`src/rtl/edge_arb_pkg.sv`:
```
// edge_arb_pkg: shared FSM states, limits and round-robin search helper for edge_event_arbiter
package edge_arb_pkg;
    typedef enum logic {IDLE, OFFER} state_t;
    localparam int MAX_N = 16;
    localparam int MAX_CW = 4;
    typedef struct packed {
        logic found;
        logic [MAX_CW-1:0] idx;
    } pick_t;
    // First set bit of pend[0..n-1] scanning from ptr upward with wrap
    function automatic pick_t rr_pick(input logic [MAX_N-1:0] pend, input logic [MAX_CW-1:0] ptr, input int n);
        pick_t r;
        int j;
        r = '0;
        for (int k = 0; k < MAX_N; k++) begin
            j = (int'(ptr) + k) % n;
            if (k < n && !r.found && pend[j]) begin
                r.found = 1'b1;
                r.idx = MAX_CW'(j);
            end
        end
        return r;
    endfunction
endpackage

```
`src/rtl/dual_edge_cell.sv`:
```
// dual_edge_cell: per-channel dual-edge detector with pending event, polarity and sticky overflow
module dual_edge_cell (
    input  logic clk,
    input  logic reset,
    input  logic in,
    input  logic clr_pending,
    input  logic ovf_clr,
    output logic pending,
    output logic pol,
    output logic overflow
);
    logic prev_q, pend_q, pol_q, ovf_q;
    logic pend_d, pol_d, ovf_d, edge_seen;
    always_comb begin
        edge_seen = in != prev_q;
        pend_d = edge_seen | (pend_q & ~clr_pending);
        pol_d = edge_seen ? in : pol_q;
        // A new edge only loses data when the old event is neither taken nor being granted now
        ovf_d = (edge_seen & pend_q & ~clr_pending) | (ovf_q & ~ovf_clr);
    end
    always_ff @(posedge clk or posedge reset) begin
        if (reset) begin
            prev_q <= 1'b0;
            pend_q <= 1'b0;
            pol_q <= 1'b0;
            ovf_q <= 1'b0;
        end else begin
            prev_q <= in;
            pend_q <= pend_d;
            pol_q <= pol_d;
            ovf_q <= ovf_d;
        end
    end
    assign pending = pend_q;
    assign pol = pol_q;
    assign overflow = ovf_q;
endmodule

```
`src/rtl/edge_event_arbiter.sv`:
```
// edge_event_arbiter: collects dual-edge events from N inputs and drains them round-robin
// over a single valid/ready channel, one event per cycle.
module edge_event_arbiter
    import edge_arb_pkg::*;
#(
    parameter int N = 4,
    parameter int CW = $clog2(N)
) (
    input  logic          clk,
    input  logic          reset,
    input  logic [N-1:0]  in,
    input  logic          evt_ready,
    input  logic          ovf_clr,
    output logic          evt_valid,
    output logic [CW-1:0] evt_ch,
    output logic          evt_rise,
    output logic [N-1:0]  overflow
);
    state_t state_q, state_d;
    logic [CW-1:0] ptr_q, ptr_d, ch_q, ch_d;
    logic rise_q, rise_d, grant;
    logic [N-1:0] pending, pol, clr;
    pick_t pk;
    for (genvar i = 0; i < N; i++) begin : g_cell
        dual_edge_cell u_cell (
            .clk(clk),
            .reset(reset),
            .in(in[i]),
            .clr_pending(clr[i]),
            .ovf_clr(ovf_clr),
            .pending(pending[i]),
            .pol(pol[i]),
            .overflow(overflow[i])
        );
    end
    assign pk = rr_pick(MAX_N'(pending), MAX_CW'(ptr_q), N);
    always_comb begin
        // The output slot is free in IDLE, or in OFFER when the current event transfers
        grant = pk.found && (state_q == IDLE || evt_ready);
        clr = grant ? N'(1) << pk.idx : '0;
        ch_d = grant ? CW'(pk.idx) : ch_q;
        rise_d = grant ? pol[CW'(pk.idx)] : rise_q;
        ptr_d = !grant ? ptr_q : (pk.idx == MAX_CW'(N - 1)) ? '0 : CW'(pk.idx + 1'b1);
        state_d = grant ? OFFER : (state_q == OFFER && evt_ready) ? IDLE : state_q;
    end
    always_ff @(posedge clk or posedge reset) begin
        if (reset) begin
            state_q <= IDLE;
            ptr_q <= '0;
            ch_q <= '0;
            rise_q <= 1'b0;
        end else begin
            state_q <= state_d;
            ptr_q <= ptr_d;
            ch_q <= ch_d;
            rise_q <= rise_d;
        end
    end
    assign evt_valid = state_q == OFFER;
    assign evt_ch = ch_q;
    assign evt_rise = rise_q;
endmodule

```
`config.mk`:
```
export PLATFORM = sky130hd
export DESIGN_NAME = edge_event_arbiter
export DESIGN_NICKNAME = d
export VERILOG_FILES = /design/src/rtl/edge_arb_pkg.sv /design/src/rtl/dual_edge_cell.sv /design/src/rtl/edge_event_arbiter.sv
export SDC_FILE = /design/constraint.sdc
export NUM_CORES = 1
export LEC_CHECK = 0
export CORE_MARGIN = 3
export CORE_UTILIZATION = 45
export CTS_BUF_LIST = sky130_fd_sc_hd__clkbuf_4 sky130_fd_sc_hd__clkbuf_8
export CTS_CLUSTER_SIZE = 8
export DETAILED_ROUTE_END_ITERATION = 10
export HOLD_SLACK_MARGIN = 0.02
export PLACE_DENSITY = 0.77
export SETUP_SLACK_MARGIN = 0.02
export SYNTH_ARGS = -nofsm -noshare
export SYNTH_HDL_FRONTEND = slang
export SYNTH_SLANG_ARGS = --single-unit
```
`constraint.sdc`:
```
create_clock -name clk -period 4.6 [get_ports clk]
set_input_delay 0.69 -clock clk [delete_from_list [all_inputs] [get_ports clk]]
set_output_delay 0.69 -clock clk [all_outputs]
set_load 0.005 [all_outputs]
```
==> qor.csv, run 1 <==
stage;metric;value;unit
logic_synthesis;Gate Count Post-Synth;101;
die;Initial Util;0.501;
sta;clock skew;0.00766;ns
setup_path;RR Startpoint;ptr_q[1];
global_routing;first-pass GRT wire length;3030;um
finish;Post-Layout Cell Count;143;
sta;Max Slew Vio Count;0;
setup_path;Arr. time, crit path;2.18;ns
drt;DRC;0;
sta;setup violators final;0;
cts;CTS Root Cell;clkbuf_4;
cts;clk slew on worst S/H paths;0.12;ns
power;PD cells;580;nW/um2
sta;relative slew slack;0.458;
die;die area;2930;um2
setup_path;Worst R2R End;g_cell[2].u_cell.overflow;
die;num rows;16;
setup_path;Setup crit end;g_cell[2].u_cell.overflow;
sta;clock period minus worst slack;1.95;ns
sta;Worst Tran Pin Value;0.813;ns
finish;diode count;0;
job;total of max-cap violations;0;
setup_path;Worst Setup Start Kind;register;
drt;DR vias;725;
logic_synthesis;library cells used by synthesis;23;
placement;HPWL after DPL;1340;um
finish;fin nets;129;
cts;clk buf depth;2;
logic_synthesis;mapped cell area;1040;um2
cts;H-tree lvl count;1;
placement;placed cells;139;
die;DIE WIDTH;54.2;um
finish;Post-Route Utilization;0.600;
logic_synthesis;Seq cells post-synth;22;
cts;hold-fix buffers at CTS;0;
setup_path;CP Launch Point;ptr_q[1];
drt;Iteration-0 DRC Markers;8;
power;leak pwr;0.581;nW
sta;fin crit share;0.423;
setup_path;data required time of the worst path;4.83;ns
drt;Initial DRT Pass Iterations;4;
sta;RSZ-0062 raised after global routing;no;
logic_synthesis;Synthesized Nets;113;
setup_path;flop-to-flop setup slack;2.65;ns
global_routing;gr busiest metal;met2;
global_routing;grt met2 use;0.237;
setup_path;CP Class;register to register;
global_routing;remaining global-route overflow;0;
drt;Via density;5.07;
global_routing;number of global-route vias before repair;708;
placement;PortBufs;15;
setup_path;CP Max Fanout;7;
logic_synthesis;Ys Warns;0;
worst_hold_path;Worst Hold Class;register to register;
global_routing;largest net degree at the start of global routing;23;
power;VDD IR max;431;uV
global_routing;met3 usage;0.0582;
drt;total wire length;1760;um
logic_synthesis;post-synthesis sequential area ratio;0.528;
cts;Sinks on Clock Net;22;
cts;post-CTS sizing;0;
logic_synthesis;Mean Syn Cell Area;10.3;um2
global_routing;Overall Global Routing Usage;0.144;
placement;GPL Wtd Cong;0.738;
setup_path;worst-case reg-to-reg path depth;8;
drt;Final ANT Viol Nets;0;
die;IO Count;16;
die;Core Area;2080;um2
global_routing;met1 global-route usage;0.183;
sta;total negative slack;0;ns
drt;drt wl/cell;12.3;um
finish;P&R area growth vs syn;19.8;%
die;Chip Height;54.2;um
cts;CTS tree;yes;
sta;Final Hold Fails;0;
finish;commonest non-fill, non-tap cells in the layout;nand2_1 (22), dfrtp_1 (22), clkdlybuf4s50_1 (15);
cts;CTS Buf Count;3;
status;status;completed;
cts;clk_lat worst skew;0.30;ns
finish;layout cell share with drive strength beyond 1;0.0690;
global_routing;initial antenna violation count;0;
cts;Post-CTS Setup Bufs;0;
sta;max frequency;513;MHz
power;Power Total;724;uW
setup_path;CP Capture Type;register;
-- power by group --
group | switching [mW] | total (mW) | internal, mW
Sequential | 0.0542 | 0.302 | 0.248
Clock | 0.0573 | 0.145 | 0.0881
Combinational | 0.133 | 0.277 | 0.144
-- metrics by stage --
stage | setup slack (ns) | hold slack, ns | area, um2
3_3_place_gp | 2.52 | 0.466 | 1200
5_1_grt | 2.37 | 0.541 | 1250
2_1_floorplan | 2.99 | 0.473 | 1040
6_report | 2.65 | 0.488 | 1250
4_1_cts | 2.64 | 0.495 | 1250
3_5_place_dp | 2.48 | 0.467 | 1200
-- cells in the mapped netlist --
| library cell | count | share of area |
|---|---|---|
| ha_1 | 4 | 0.048 |
| a21o_1 | 1 | 0.0072 |
| nor4_1 | 1 | 0.0060 |
| inv_1 | 13 | 0.047 |
| nand3_2 | 1 | 0.0096 |
| o221ai_2 | 1 | 0.014 |
| maj3_1 | 4 | 0.038 |
| o31ai_1 | 1 | 0.0072 |
| o21a_1 | 1 | 0.0072 |
| mux2i_1 | 2 | 0.019 |
| a21oi_1 | 4 | 0.019 |
| mux2_4 | 1 | 0.014 |
| buf_4 | 4 | 0.029 |
| or3b_1 | 1 | 0.0084 |
| a21boi_1 | 1 | 0.0072 |
| xnor2_1 | 4 | 0.034 |
| nand2_1 | 22 | 0.079 |
| nand2b_1 | 1 | 0.0060 |
| nor2_1 | 2 | 0.0072 |
| o311ai_2 | 1 | 0.016 |
| dfrtp_1 | 22 | 0.53 |
| o22ai_1 | 5 | 0.030 |
| o21ai_0 | 4 | 0.019 |
-- state kept, by name, summed over array words and instances, names as in the netlist --
| signal | cells |
|---|---|
| evt_ch | 2 |
| g_cell.u_cell.pending | 4 |
| g_cell.u_cell.prev_q | 4 |
| evt_rise | 1 |
| ptr_q | 2 |
| evt_valid | 1 |
| g_cell.u_cell.overflow | 4 |
| g_cell.u_cell.pol | 4 |
-- cell type report --
class	count	area, um2
clock buffers	3	22.5
multi-input cells	62	414
repair buffers	15	150
well taps	27	33.8
fillers	179	832
clock inverters	1	30.0
inverters	13	48.8
flip-flops and latches	22	551
-- worst max-delay path: stages, from the launching register on --
cell	delay [ns]
dfrtp_1	0.48
a21oi_1	0.10
o21a_1	0.18
o22ai_1	0.47
inv_1	0.15
ha_1	0.22
nand2_1	0.05
nand2_1	0.08
o22ai_1	0.14
-- worst min-delay path by stage --
stage	slack [ns]	end	cells past startpoint	startpoint
final	0.49	evt_ch[0]	2	evt_ch[0]
after global routing	0.54	evt_ch[0]	2	evt_ch[0]
after CTS	0.50	evt_ch[0]	2	evt_ch[0]
after detailed placement	0.47	evt_ch[0]	2	evt_ch[0]
after global placement	0.47	evt_ch[0]	2	evt_ch[0]
after floorplan	0.47	evt_ch[0]	2	evt_ch[0]
-- logic make-up (layout without fill, tap and decap cells) --
group | Yosys count | after routing | share of synthesized area
flops | 22 | 22 | 0.528
mux | 3 | 3 | 0.0336
xor+xnor | 4 | 4 | 0.0336
fa+ha+maj | 8 | 8 | 0.0863
buf+inv | 17 | 32 | 0.0755
simple gates | 28 | 28 | 0.116
compound gates | 19 | 19 | 0.127
-- per-layer routing --
layer / share of wire / vias to the layer above / routed length (um)
li1: - / 362 / -
met1: 0.47 / 347 / 830
met2: 0.48 / 14 / 848
met3: 0.040 / 2 / 70
met4: 0.0051 / 0 / 9
met5: 0 / - / 0
(Power assumes the default switching activity.)
==> run 2, diff against run 1 <==
- clock period: 4.6 -> 1.8 ns (I/O delays scaled with it)
==> qor.csv, run 2 (synthesis results as in run 1) <==
stage;metric;value;unit
setup_path;data required time of the worst path;2.05;ns
placement;HPWL after DPL;1320;um
die;Initial Util;0.501;
cts;Post-CTS Setup Bufs;0;
drt;Via density;5.10;
worst_hold_path;Worst Hold Class;input pin to asynchronous set/reset pin;
power;Logic pwr share;0.419;
sta;Max Slew Vio Count;0;
finish;# fillers;179;
finish;P&R area growth vs syn;22.3;%
sta;Final Hold Fails;0;
die;DIE WIDTH;54.2;um
cts;CTS Buf Count;3;
global_routing;Overall Global Routing Usage;0.145;
setup_path;CP Class;register to register;
job;total of max-cap violations;0;
sta;fin crit share;0.938;
finish;FF+latch area;552;um2
finish;layout cell share with drive strength beyond 1;0.119;
global_routing;number of global-route vias before repair;699;
sta;Worst Tran Pin Value;0.550;ns
global_routing;largest net degree at the start of global routing;23;
global_routing;initial antenna violation count;0;
setup_path;CP Max Fanout;8;
power;VDD IR max;839;uV
sta;setup violators final;0;
sta;post-route setup slack;0.112;ns
die;IO Count;16;
placement;GPL Wtd Cong;0.803;
drt;Initial DRT Pass Iterations;4;
cts;H-tree lvl count;1;
cts;CTS tree;yes;
die;Core Area;2080;um2
power;leak pwr;0.586;nW
drt;DR vias;740;
sta;clock period minus worst slack;1.69;ns
power;register share of total power;0.430;
finish;commonest non-fill, non-tap cells in the layout;nand2_1 (22), dfrtp_1 (21), clkdlybuf4s50_1 (15);
sta;total negative slack;0;ns
drt;drt wl/cell;12.4;um
power;Clock power frac;0.152;
placement;PortBufs;15;
setup_path;Worst Setup Start Kind;register;
global_routing;first-pass GRT wire length;2980;um
power;Sw Ratio;0.365;
cts;CTS Root Cell;clkbuf_4;
setup_path;Arr. time, crit path;1.94;ns
die;num rows;16;
placement;placed cells;141;
finish;fin nets;131;
status;status;completed;
power;Int Power;1.18;mW
drt;Iteration-0 DRC Markers;7;
power;Power Total;1.85;mW
cts;clk slew on worst S/H paths;0.13;ns
power;Psw;676;uW
sta;relative slew slack;0.633;
drt;Final ANT Viol Nets;0;
finish;diode count;0;
global_routing;remaining global-route overflow;0;
cts;clk buf depth;2;
drt;total wire length;1800;um
power;PD cells;1450;nW/um2
die;die area;2930;um2
sta;max frequency;593;MHz
finish;Post-Layout Cell Count;145;
sta;RSZ-0062 raised after global routing;yes;
sta;clock skew;0.0118;ns
cts;Sinks on Clock Net;22;
finish;most common cell after layout, fill and taps aside;nand2_1;
finish;Multi-input gate area;440;um2
placement;dpl ws;0.0562;ns
die;Chip Height;54.2;um
cts;clk_lat worst skew;0.32;ns
setup_path;CP Capture Type;register;
drt;DRC;0;
run 2: final cells by class:
cell class | count | share of cell area
clock buffers | 4 | 0.0284
inverters | 13 | 0.0382
flip-flops and latches | 22 | 0.432
well taps | 27 | 0.0265
multi-input cells | 62 | 0.345
repair buffers | 17 | 0.129
run 2: power groups by stage:
stage | Sequential [mW] | Clock [mW] | Combinational (mW)
finish | 0.797 | 0.281 | 0.775
global route | 0.822 | 0.306 | 0.869
CTS | 0.777 | 0.280 | 0.737
detailed placement | 0.785 | 0 | 0.735
global placement | 0.778 | 0 | 0.713
floorplan | 0.752 | 0 | 0.517
run 2: routing by layer:
layer,share of wire,GRT usage,vias up,wire (um)
met4,0.013,0.0373,0,23
met2,0.48,0.239,15,865
li1,-,-,367,-
met5,0,0,-,0
met3,0.054,0.0582,3,97
met1,0.45,0.175,355,816
run 2: stage by stage:
| stage | util | area (um2) | hold slack [ns] |
|---|---|---|---|
| after floorplan | - | 1040 | 0.259 |
| after global placement | 0.582 | 1210 | 0.466 |
| after detailed placement | 0.582 | 1210 | 0.475 |
| after CTS | 0.600 | 1250 | 0.279 |
| after global routing | 0.613 | 1280 | 0.296 |
| final | 0.613 | 1280 | 0.262 |
run 2: worst paths after layout:
kind / cells after the start / startpoint / slack [ns] / endpoint
setup / recovery: 7 / g_cell[1].u_cell.pending / 0.11 / g_cell[1].u_cell.overflow
hold / removal: 3 / reset / 0.26 / g_cell[1].u_cell.overflow
setup reg to reg: 7 / g_cell[1].u_cell.pending / 0.11 / g_cell[1].u_cell.overflow
hold reg to reg: 2 / evt_ch[1] / 0.50 / evt_ch[1]
max in group asynchronous: 3 / reset / 1.31 / ptr_q[1]
min in group clk: 1 / in[1] / 0.47 / g_cell[1].u_cell.prev_q
run 2: timing repair:
action / CTS / global route
resized for setup: 0 / 5
setup endpoints to repair: 0 / 7
endpoints found under the hold margin: 0 / 0
hold buffers: 0 / 0
run 2: critical path, stage by stage (launching register included):
cell,delay [ns]
dfrtp_1,0.50
or3b_4,0.43
o221ai_4,0.11
inv_1,0.11
ha_1,0.20
nand2_1,0.06
nand2_1,0.07
o22ai_1,0.14
